**config.mk**
```make
export PLATFORM = sky130hd
export DESIGN_NAME = fetch_control
export DESIGN_NICKNAME = d
export VERILOG_FILES = /design/src/rtl/fetch_control.sv
export SDC_FILE = /design/constraint.sdc
export NUM_CORES = 1
export LEC_CHECK = 0
export ABC_AREA = 0
export BUFFER_PORTS_ARGS = -buffer_cell sky130_fd_sc_hd__buf_2
export CORE_ASPECT_RATIO = 0.9
export CORE_MARGIN = 3
export CORE_UTILIZATION = 55
export CTS_CLUSTER_DIAMETER = 150
export DETAILED_ROUTE_END_ITERATION = 10
export PLACE_DENSITY = 0.83
export SETUP_SLACK_MARGIN = 0.05
export SYNTH_ARGS = -nofsm -noshare
export SYNTH_HDL_FRONTEND = slang
export SYNTH_SLANG_ARGS = --single-unit
```
**constraint.sdc**
```tcl
create_clock -name clk -period 5.4 [get_ports clk]
set_clock_uncertainty 0.05 [all_clocks]
set_input_delay 1.08 -clock clk [delete_from_list [all_inputs] [get_ports clk]]
set_output_delay 1.08 -clock clk [all_outputs]
set_load 0.05 [all_outputs]
```
**src/rtl/fetch_control.sv**
```systemverilog
// Multi-cycle fetch/decode/control sequencer: fetches one word over a req/ack
// handshake, decodes it into datapath strobes, then advances the PC.
module fetch_control #(
  parameter logic [31:0] RESET_PC  = 32'h0000_0000,
  parameter logic [31:0] HALT_WORD = 32'hFFFF_FFFF
) (
  input  logic        clk,
  input  logic        rst_n,
  output logic        imem_req,
  output logic [31:0] imem_addr,
  input  logic        imem_ack,
  input  logic [31:0] imem_rdata,
  output logic        RegDst,
  output logic        RegWrite,
  output logic        ALUSrc,
  output logic        MemWrite,
  output logic        MemToReg,
  output logic        MemRead,
  output logic [2:0]  ALUControl,
  output logic [25:0] Inst,
  output logic [31:0] pc,
  output logic [31:0] retired,
  output logic        halted
);

  typedef enum logic [2:0] {
    S_FETCH, S_DECODE, S_EXEC, S_MEM, S_WB, S_NEXT, S_HALT
  } state_e;

  typedef enum logic [1:0] {K_ALU, K_LW, K_SW, K_NOP} kind_e;

  state_e      state_q, state_d;
  logic [31:0] pc_q, pc_d;
  logic [31:0] ir_q, ir_d;
  logic [31:0] retired_q, retired_d;

  kind_e       dec_kind;
  logic        dec_regdst, dec_alusrc, dec_memtoreg;
  logic [2:0]  dec_aluctl;
  logic [5:0]  op, funct;

  assign op        = ir_q[31:26];
  assign funct     = ir_q[5:0];
  assign imem_addr = pc_q;
  assign pc        = pc_q;
  assign retired   = retired_q;
  assign Inst      = ir_q[25:0];

  // Unsupported opcodes and R-type functs fall through as K_NOP with all fields 0
  always_comb begin
    dec_kind     = K_NOP;
    dec_regdst   = 1'b0;
    dec_alusrc   = 1'b0;
    dec_memtoreg = 1'b0;
    dec_aluctl   = 3'b000;
    case (op)
      6'b000000: begin
        dec_kind   = K_ALU;
        dec_regdst = 1'b1;
        case (funct)
          6'b100000: dec_aluctl = 3'b010;
          6'b100010: dec_aluctl = 3'b110;
          6'b100100: dec_aluctl = 3'b000;
          6'b100101: dec_aluctl = 3'b001;
          6'b101010: dec_aluctl = 3'b111;
          default: begin
            dec_kind   = K_NOP;
            dec_regdst = 1'b0;
          end
        endcase
      end
      6'b001000: begin
        dec_kind   = K_ALU;
        dec_alusrc = 1'b1;
        dec_aluctl = 3'b010;
      end
      6'b100011: begin
        dec_kind     = K_LW;
        dec_alusrc   = 1'b1;
        dec_memtoreg = 1'b1;
        dec_aluctl   = 3'b010;
      end
      6'b101011: begin
        dec_kind   = K_SW;
        dec_alusrc = 1'b1;
        dec_aluctl = 3'b010;
      end
      default: dec_kind = K_NOP;
    endcase
  end

  always_comb begin
    state_d    = state_q;
    pc_d       = pc_q;
    ir_d       = ir_q;
    retired_d  = retired_q;
    imem_req   = 1'b0;
    halted     = 1'b0;
    RegDst     = 1'b0;
    RegWrite   = 1'b0;
    ALUSrc     = 1'b0;
    MemWrite   = 1'b0;
    MemToReg   = 1'b0;
    MemRead    = 1'b0;
    ALUControl = 3'b000;

    // Decoded fields stay visible for the whole active part of an instruction
    if (state_q inside {S_DECODE, S_EXEC, S_MEM, S_WB}) begin
      RegDst     = dec_regdst;
      ALUSrc     = dec_alusrc;
      MemToReg   = dec_memtoreg;
      ALUControl = dec_aluctl;
    end

    case (state_q)
      S_FETCH: begin
        imem_req = 1'b1;
        if (imem_ack) begin
          ir_d    = imem_rdata;
          state_d = S_DECODE;
        end
      end
      S_DECODE: begin
        if (ir_q == HALT_WORD) begin
          state_d = S_HALT;
        end else begin
          case (dec_kind)
            K_ALU:       state_d = S_EXEC;
            K_LW, K_SW:  state_d = S_MEM;
            default:     state_d = S_NEXT;
          endcase
        end
      end
      S_EXEC: begin
        RegWrite = 1'b1;
        state_d  = S_NEXT;
      end
      S_MEM: begin
        if (dec_kind == K_LW) begin
          MemRead = 1'b1;
          state_d = S_WB;
        end else begin
          MemWrite = 1'b1;
          state_d  = S_NEXT;
        end
      end
      S_WB: begin
        MemRead  = 1'b1;
        MemToReg = 1'b1;
        RegWrite = 1'b1;
        state_d  = S_NEXT;
      end
      S_NEXT: begin
        pc_d      = pc_q + 32'd4;
        retired_d = retired_q + 32'd1;
        state_d   = S_FETCH;
      end
      S_HALT: begin
        halted = 1'b1;
      end
      default: state_d = S_FETCH;
    endcase
  end

  always_ff @(posedge clk) begin
    if (!rst_n) begin
      state_q   <= S_FETCH;
      pc_q      <= RESET_PC;
      ir_q      <= 32'h0;
      retired_q <= 32'h0;
    end else begin
      state_q   <= state_d;
      pc_q      <= pc_d;
      ir_q      <= ir_d;
      retired_q <= retired_d;
    end
  end

endmodule

```
==> run_results.csv <==
group,metric,value,unit
power_and_ir_drop,clkPwrFrac,0.247,
clocking,cts_root_buffer,"clkbuf_8",
sta,tightest_slew,1200,ps
floorplanning,rows,32,
logic_synthesis,ys_async_sr_fraction,0,
sta,maxSlewHeadroom,0.200,
clocking,numClockSinks,97,
hold_path,hold_depth,2,
worst_setup_path,worstSetupEndpointType,"output port",
logic_synthesis,synth_seq_cells,97,
clocking,clock_path_buffers,2,
drt,drc,0,
final_layout,drive_above_1_share,0.275,
sta,final_max_slew_viol_count,0,
clocking,cts_setup_buffers,0,
final_layout,nets,737,
floorplanning,num_io_pins,168,
power_and_ir_drop,p_sw_frac,0.398,
grt,grt_antenna_before_repair,0,
logic_synthesis,synth_top_family_by_area,"simple AND/OR/NAND/NOR gates",
power_and_ir_drop,p_seq_frac,0.438,
clocking,cts_hold_buf,0,
floorplanning,initial_core_util,0.580,
sta,finalHoldViolCount,0,
floorplanning,coreArea,0.00877,sq mm
final_layout,diodes,0,
floorplanning,die_width,107,um
worst_setup_path,slowest_stage,"dfxtp_1",
logic_synthesis,synth-xor-area-share,0.0379,
worst_setup_path,cp_top_family,"simple AND/OR/NAND/NOR gates",
drt,finalWirelength,12000,um
status,status,"completed",
logic_synthesis,synth_adder_area_share,0.00492,
logic_synthesis,synth_top_flop_cell,"dfxtp_1",
drt,first_pass_iters,5,
worst_setup_path,worstPathMaxFanout,14,
worst_setup_path,critPathRequiredTime,4270,ps
grt,grt_overflow,0,
worst_setup_path,worst_path_largest_cell_delay,570,ps
drt,via_per_inst,5.69,
logic_synthesis,synth_area,0.00508,sq mm
drt,wl_per_cell,14.6,um
logic_synthesis,synth_mux_area_frac,0.0180,
clocking,clock_latency,350,ps
grt,grt_pass1_wl,19800,um
power_and_ir_drop,p_int,1.17,mW
power_and_ir_drop,switchingPower,0.774,mW
logic_synthesis,ys_warn_count,0,
worst_setup_path,r2r_cells,4,
logic_synthesis,synth_edf_count,0,
final_layout,area_growth,11.1,%
grt,grt_max_degree,73,
power_and_ir_drop,power,1.94,mW
place,post-place-ws,2200,ps
logic_synthesis,synth_cells,620,
sta,setup_viol,0,
drt,vias,4692,
power_and_ir_drop,ir_drop,0.000179,V
grt,use_met3,0.0372,
clocking,cts_tree,"done",
power_and_ir_drop,power_density,344,mW/mm^2
worst_setup_path,crit_buf_inv,1,
place,gp_congestion,0.870,
sta,finalCriticalPeriod,3670,ps
logic_synthesis,ys_seq_area_frac,0.382,
sta,hold_ws,428,ps
clocking,clk_pin_slew,90,ps
grt,grtUsageMet1,0.304,
grt,top_usage_layer,"met2",
worst_setup_path,cp_num_cells,5,
worst_setup_path,path_cells,"or3b_2 > a21boi_1 > nand4b_1 > o41ai_1 > buf_2",
place,dp_hpwl,8580,um
grt,grt_usage,0.225,
place,placed_cells,808,
worst_setup_path,cp_data_arrival_time,2540,ps
power_and_ir_drop,combPwrFrac,0.315,
drt,antenna_left,0,
logic_synthesis,synth_simple_gate_area_share,0.261,
clocking,cts_buffers,9,
sta,fin_ws,1730,ps
floorplanning,dieArea,0.0104,sq mm
floorplanning,die_y,97.2,um
logic_synthesis,yosysUniqueCellTypes,50,
sta,timing.fmax,273,MHz
worst_setup_path,cp-start-kind,"register",
drt,drtIter0Drc,261,
clocking,htreeDepth,3,
logic_synthesis,synth_area_per_cell,8.20,sq um
sta,rsz0062_at_grt,"no",
place,portBuffers,163,
hold_path,hp-class,"reg2reg",
power_and_ir_drop,p_leak,2.39,nW
grt,grtUsageMet2,0.365,
grt,first_global_vias,4182,
clocking,cts_resized,0,
final_layout,stdcell_count,824,
sta,tns,0,ps
logic_synthesis,synth_compound_area_frac,0.161,
worst_setup_path,worstSetupPathType,"reg2out",
sta,timing.final.crit_share,0.679,
job,cap_violations,0,
[cells in the mapped netlist (all sizes together) (2+ instances only)]
master	instances	area share
nand2	102	0.075
dfxtp	97	0.38
buf	69	0.10
a21oi	52	0.051
clkbuf	28	0.021
nor2	28	0.021
nand2b	21	0.026
nand3	21	0.021
nand4	19	0.025
o41ai	17	0.041
inv	16	0.012
o311ai	16	0.029
nor4	13	0.017
o21ai	12	0.012
or3	12	0.015
xnor2	12	0.021
o31ai	11	0.016
or4	10	0.015
xor2	10	0.017
and4	8	0.014
mux2i	8	0.016
nor3	8	0.0079
a31oi	3	0.0037
and2	3	0.0037
and3	3	0.0037
ha	2	0.0049
nand3b	2	0.0030
nand4b	2	0.0034
nor2b	2	0.0025
or2	2	0.0025
[routing by layer]
metal,part of all wire,wire length (um)
met2,0.49,5870
met5,0,0
met3,0.061,735
met4,0.013,151
met1,0.44,5280
[metrics by stage]
stage / instance area [sq um] / utilization
floorplan: 5090 / -
global placement: 5440 / 0.620
detailed placement: 5440 / 0.620
CTS: 5650 / 0.644
global route: 5650 / 0.644
finish: 5650 / 0.644
[worst paths after layout]
check                                        startpoint  slack, ps                    endpoint
worst max-delay path            state_q[2]$_SDFFE_PN0P_       1730               ALUControl[1]
worst min-delay path              ir_q[24]$_SDFFE_PN0P_        430       ir_q[24]$_SDFFE_PN0P_
worst max register to register  state_q[2]$_SDFFE_PN0P_       2850  imem_addr[16]$_SDFFE_PN0N_
worst min register to register    ir_q[24]$_SDFFE_PN0P_        430       ir_q[24]$_SDFFE_PN0P_
[power groups by stage]
stage / registers, mW / logic, mW / clock network [mW]
4_1_cts: 0.850 / 0.613 / 0.491
5_1_grt: 0.864 / 0.654 / 0.523
2_1_floorplan: 0.851 / 0.554 / 0
3_3_place_gp: 0.861 / 0.602 / 0
3_5_place_dp: 0.866 / 0.612 / 0
6_report: 0.852 / 0.612 / 0.479
[layout make-up]
class | count | area [sq um]
fillers | 786 | 3120
multi-input cells | 413 | 2470
flip-flops and latches | 97 | 1940
repair buffers | 163 | 816
clock buffers | 12 | 155
well taps | 119 | 149
inverters | 16 | 60.1
clock inverters | 4 | 51.3
[cells in the final DEF (no fill, tap or decap), drive strengths merged, types with 11 or more instances in the layout]
cell and count:
or3 12, o311ai 16, o31ai 11, a21oi 52
o21ai 12, nand4 19, nand2 102, nor4 13
buf 163, o41ai 17, xnor2 12, clkbuf 12
dfxtp 97, inv 16, nand3 21, nand2b 21
nor2 28
[cell families after synthesis]
logic type,count (synthesis)
other cells,1
simple gates,260
fa+ha+maj,2
mux,9
compound gates,116
xor+xnor,22
flops,97
buf+inv,113
[state kept, by name, indices dropped and copies added (netlist names)]
name and count:
ir_q 32, retired 32, imem_addr 30, state_q 3
[worst register-to-register path, stage by stage (launching register included)]
cell,delay [ps]
dfxtp_1,570
nand4b_1,440
or3_1,760
or4_1,500
a21oi_1,150
No activity file was read; power rests on OpenSTA's default activity.
